**src/rtl/encoder4x2_pend.sv**
```systemverilog
// encoder4x2_pend: registered 4-to-2 priority encoder with a pending-request
// register and a valid/ack handshake. Requests (edges or levels of line) are
// latched into pending. The highest pending index is offered on code and
// held until ack. Requests that arrive during an offer wait; they cannot
// preempt it.
module encoder4x2_pend #(
  parameter bit EDGE = 1'b1
) (
  input  logic       clk,
  input  logic       rst,
  input  logic [3:0] line,
  input  logic       ack,
  output logic [1:0] code,
  output logic       valid,
  output logic [3:0] pending,
  output logic       overflow
);

  typedef enum logic {IDLE, OFFER} state_t;

  state_t     state_q, state_d;
  logic [3:0] prev_q;
  logic [3:0] pending_q, pending_d;
  logic [1:0] code_q, code_d;
  logic       valid_q, valid_d;
  logic       overflow_q, overflow_d;
  logic [3:0] rise;
  logic [3:0] clr;

  // Bit 3 has the highest priority. An all-zero vector maps to 0.
  function automatic logic [1:0] prioEnc(input logic [3:0] v);
    if (v[3])      return 2'd3;
    else if (v[2]) return 2'd2;
    else if (v[1]) return 2'd1;
    else           return 2'd0;
  endfunction

  // Event detection, the granted-bit clear, and the pending/overflow next state.
  // A set takes priority over a clear, so an event that arrives in the ack cycle is kept.
  always_comb begin
    rise       = EDGE ? (line & ~prev_q) : line;
    clr        = ((state_q == OFFER) && ack) ? (4'b0001 << code_q) : 4'b0000;
    pending_d  = (pending_q & ~clr) | rise;
    overflow_d = |(rise & pending_q & ~clr);
  end

  // FSM state register.
  always_ff @(posedge clk or posedge rst) begin
    if (rst) state_q <= IDLE;
    else     state_q <= state_d;
  end

  // FSM next state: grant from IDLE when work is pending, and return on ack.
  always_comb begin
    state_d = state_q;
    case (state_q)
      IDLE:    if (pending_q != 4'b0000) state_d = OFFER;
      OFFER:   if (ack)                  state_d = IDLE;
      default: state_d = IDLE;
    endcase
  end

  // FSM outputs: latch the code at grant time and hold it (even while idle).
  always_comb begin
    code_d  = code_q;
    valid_d = valid_q;
    case (state_q)
      IDLE: begin
        valid_d = 1'b0;
        if (pending_q != 4'b0000) begin
          code_d  = prioEnc(pending_q);
          valid_d = 1'b1;
        end
      end
      OFFER: begin
        if (ack) valid_d = 1'b0;
      end
      default: valid_d = 1'b0;
    endcase
  end

  // Datapath registers: line history, pending set, and the registered outputs.
  always_ff @(posedge clk or posedge rst) begin
    if (rst) begin
      prev_q     <= 4'b0000;
      pending_q  <= 4'b0000;
      code_q     <= 2'b00;
      valid_q    <= 1'b0;
      overflow_q <= 1'b0;
    end else begin
      prev_q     <= line;
      pending_q  <= pending_d;
      code_q     <= code_d;
      valid_q    <= valid_d;
      overflow_q <= overflow_d;
    end
  end

  assign code     = code_q;
  assign valid    = valid_q;
  assign pending  = pending_q;
  assign overflow = overflow_q;

endmodule

```
**config.mk**
```make
export PLATFORM = sky130hd
export DESIGN_NAME = encoder4x2_pend
export DESIGN_NICKNAME = d
export VERILOG_FILES = /design/src/rtl/encoder4x2_pend.sv
export SDC_FILE = /design/constraint.sdc
export NUM_CORES = 1
export LEC_CHECK = 0
export CORE_AREA = 10 10 47 49
export DETAILED_ROUTE_END_ITERATION = 12
export DIE_AREA = 0 0 57 59
export DONT_BUFFER_PORTS = 1
export GPL_TIMING_DRIVEN = 0
export PLACE_DENSITY_LB_ADDON = 0.15
export SLEW_MARGIN = 20
export SYNTH_ARGS = -nofsm -noshare
export SYNTH_HDL_FRONTEND = slang
export SYNTH_SLANG_ARGS = --single-unit
```
**constraint.sdc**
```tcl
create_clock -name clk -period 1.7 [get_ports clk]
set_input_delay 0 -clock clk [delete_from_list [all_inputs] [get_ports clk]]
set_output_delay 0 -clock clk [all_outputs]
set_load 0.05 [all_outputs]
```
After elaboration in Yosys (flattened, before gate mapping)
Index checks and enable logic that the tools add are counted.
{"block": "totals", "ff_bits": 13, "in_bits": 7, "out_inout_bits": 8, "word_cells": 29}
{"block": "op_classes", "eq_ne": 1, "n_shift": 1, "n_mux": 9, "bitwise": 8, "reduce_logical": 4}
{"op": "4-bit AND", "count": 4}
{"op": "4-bit inverter", "count": 2}
{"op": "1-bit two-way mux", "count": 4}
{"op": "2-bit two-way mux", "count": 2}
{"op": "4-bit two-way mux", "count": 1}
{"op": "4-bit bitwise OR", "count": 1}
{"op": "1-bit case mux with 2 select lines", "count": 2}
{"op": "4-bit nonzero test", "count": 1}
{"op": "4-bit OR reduction", "count": 1}
{"op": "1-bit by 2-bit << shifter with 4-bit output (first input constant)", "count": 1}
{"op": "2-bit inequality test (second input constant)", "count": 1}
{"op": "2-bit AND reduction", "count": 1}
{"op": "1-bit logical AND", "count": 1}
{"op": "1-bit inverter", "count": 1}

Logic depth before layout (Yosys ltp)
{"block": "logic_depth", "word_depth": 5, "depth_mapped": 4, "depth_no_buf": 3}

Least setup slack after synthesis
Ideal clock, no wire load.
{"block": "synth_path", "kind": "register to register", "start": "register code_q[0], in the netlist code[0]", "end": "register overflow_q, in the netlist overflow", "setup_time_ps": 130, "arrival_time_ps": 1135, "required_time_ps": 1570, "setup_slack_ps": 435, "path_stages_with_launch": 4, "path_buffers": 0, "synth_period_minus_slack_ps": 1265, "cell_sequence": "dfrtp_1 -> nand4b_1 -> a32oi_1 -> o22ai_1"}
{"block": "synth_between", "elab_chain_cells": 5}
{"item": "start, declared", "line_no": "24", "source": "logic [1:0] code_q, code_d;"}
{"item": "start signal, assigned", "line_no": "93", "source": "code_q <= code_d;"}
{"item": "1-bit by 2-bit << shifter with 4-bit output", "line_no": "42", "source": "clr = ((state_q == OFFER) && ack) ? (4'b0001 << code_q) : 4'b0000;"}
{"item": "4-bit two-way mux", "line_no": "42"}
{"item": "4-bit inverter", "line_no": "44", "source": "overflow_d = |(rise & pending_q & ~clr);"}
{"item": "4-bit AND", "line_no": "44"}
{"item": "4-bit OR reduction", "line_no": "44"}
{"item": "net overflow_d", "line_no": "26", "source": "logic overflow_q, overflow_d;"}
{"item": "end signal, assigned", "line_no": "95", "source": "overflow_q <= overflow_d;"}
{"item": "end, declared", "line_no": "26"}
The timed path passes the listed nets, and every way through them passes these cells.
A chain may end at the register's enable or synchronous reset.

Worst setup path after layout
{"block": "layout_path", "start": "register code_q[1], in the netlist code[1]", "end": "register overflow_q, in the netlist overflow"}
The elaborated chain is that of the path after synthesis.

==> metrics.txt <==
Ports=15; initial DRC count=4; reg2reg start=code[1]; Cells after Synth=51; Seq/Total Area, Yosys=59.36%; share of synthesized registers carrying an async set or reset=100.0%; synthesized flop and latch total=13; hold slack=0.01230 ns; # DRC=0; Bufs and invs on worst path=0; largest cells by area after synthesis=dfrtp_1 (59%), o21ai_0 (5.5%), inv_1 (4.8%); Vias per Instance=5.597; top-count cell post-synth=dfrtp_1; CTS tree=yes; worst-path maximum fanout=7; vias in the first global route=440; reg-to-reg critical path endpoint=overflow; final WL=1.187 mm; post-synth top area share=59.36%; CP Class=reg2reg; TritonRoute pass-1 iters=4; startpoint types=register; Total GRT Usage=7.669%; Die Area=3363 µm²; Arrival @ worst endpoint=1.59 ns; Slowest cell on crit path=dfrtp_1; worst r2r path cells=3; Slew Limit Fails=0; Worst slew margin=56.96%; Final HPWL DP=922.3 µm; Die Span Y=59 µm; Cell Area, Synth=548.0 µm²; Total Nets Final=69; CTS sink cnt=13; run status=completed; CTS buffer count=3; Max-Cap Viols=0; largest net degree at the start of global routing=14; CP top delay family=flip-flops; worst hold path class=in2reg; ys flop type=dfrtp_1; Max VDD drop=0.0007319 V; Skew-Pair Late Insertion Delay=0.27 ns; post-route minimum period=1.445 ns; Slew @ Worst Pin=0.6456 ns; Worst EP required=1.84 ns; Rows=14; first-pass GRT wire length=2.083 mm; # setup viols final=0; Post-synth EDFFs=0; Final Wtd Congestion=0.8371; Antenna Cells=0; CP Depth=3; crit path to=overflow; Hold Vio Cnt, Final=0; Power Density=1264 nW/µm²; leak pwr=0.3010 nW; port buffer count=0; synthesis-to-finish area growth=19.41%; Clock Skew=0.005814 ns; cell chain of the critical path=nand4_1 > a32oi_1 > o22ai_1; total number of vias=431; area leader, netlist=dfrtp_1; Distinct cells, synth=17; Reg clk slew, reported paths=0.08 ns; Avg Inst Size Synth=10.75 µm²; core footprint=1401 µm²; setup TNS=0 ns; Crit path largest cell delay=0.76 ns; Critical Path Source=code[1]; Fmax=691.9 MHz; total grt overflow=0; post-route setup slack=0.2547 ns; Placement Setup Slack=0.2893 ns; Crit. End Element=register; Mapped Nets=58; Routed Antenna Nets=0; H-Tree Depth=1; chip width=57 µm; synth cell count leaders=dfrtp_1 (13), inv_1 (7), o21ai_0 (6), nor2_1 (4); clk root buf=clkbuf_4; RSZ-0062 raised after global routing=no; worst reg-to-reg setup slack=0.25 ns; initial antenna violation count=0; Initial Utilization=39.11%; DR WL/cell=15.42 µm; final worst-path cycle share=85.02%; Longest Clk Path Bufs=2; share of cells above drive strength 1=8.197%; synth warn=0
-- per-layer routing --
layer,track usage (%),wire (µm),up-vias
met4,2.685,7,0
met2,10.85,569,15
met3,5.365,133,2
li1,-,-,202
met5,0,0,-
met1,8.870,477,212
-- through the flow --
stage	area (µm²)	power, mW	instances	util [%]
floorplan	548.0	0.6028	51	-
global placement	568.0	0.6327	67	40.54
detailed placement	568.0	0.6383	67	40.54
CTS	654.4	0.8368	77	46.70
global route	654.4	0.8873	77	46.70
finish	654.4	0.8270	77	46.70
-- repair_timing --
item / CTS / global route
hold endpoints to repair: 23 / 0
gates resized for setup: 0 / 0
hold buffers: 6 / 0
buffers inserted: 0 / 0
-- sequential cells by signal (all words and copies together) (netlist names) --
signal / count
pending: 4
state_q: 1
valid: 1
overflow: 1
prev_q: 4
code: 2
-- cell usage in the layout (no fill, tap or decap), types with 2 or more instances in the layout --
cell / netlist / final
o21ai_0: 6 / 6
nor2_1: 4 / 4
a21oi_1: 3 / 3
dfrtp_1: 13 / 13
nand4b_1: 2 / 2
and3b_1: 3 / 3
clkbuf_4: 0 / 3
inv_1: 7 / 7
dlygate4sd3_1: 0 / 6
nand2_1: 3 / 3
a32oi_1: 2 / 2
-- layout make-up --
| class | instances | area, µm² |
|---|---|---|
| Fill cell | 144 | 747.0 |
| Sequential cell | 13 | 325.3 |
| Multi-Input combinational cell | 30 | 185.2 |
| Timing Repair Buffer | 6 | 60.06 |
| Clock buffer | 4 | 26.28 |
| Inverter | 7 | 26.28 |
| Tap cell | 16 | 20.02 |
| Buffer | 1 | 11.26 |
-- worst min path at each step --
| stage | startpoint | end | slack (ns) | depth (start not counted) |
|---|---|---|---|---|
| 2_1_floorplan | rst | code[0] | -0.12 | 1 |
| 3_3_place_gp | rst | prev_q[2] | -0.08 | 1 |
| 3_5_place_dp | rst | prev_q[3] | -0.05 | 1 |
| 4_1_cts | line[0] | overflow | 0.006 | 2 |
| 5_1_grt | line[0] | overflow | 0.04 | 2 |
| 6_report | line[0] | overflow | 0.01 | 2 |
-- power by group --
| group | internal [mW] | switching [mW] |
|---|---|---|
| Sequential | 0.349 | 0.195 |
| Combinational | 0.0502 | 0.0462 |
| Clock | 0.0907 | 0.0952 |
-- cell families (layout without fill, tap and decap cells) --
family | Yosys count | count (layout) | share of synthesized area [%]
AOI/OAI and AO/OA | 15 | 15 | 16.44
buffers and inverters | 8 | 18 | 6.850
DFF | 13 | 13 | 59.36
and+or+nand+nor | 15 | 15 | 17.35
Note: power is estimated with default switching activity, not from simulation.
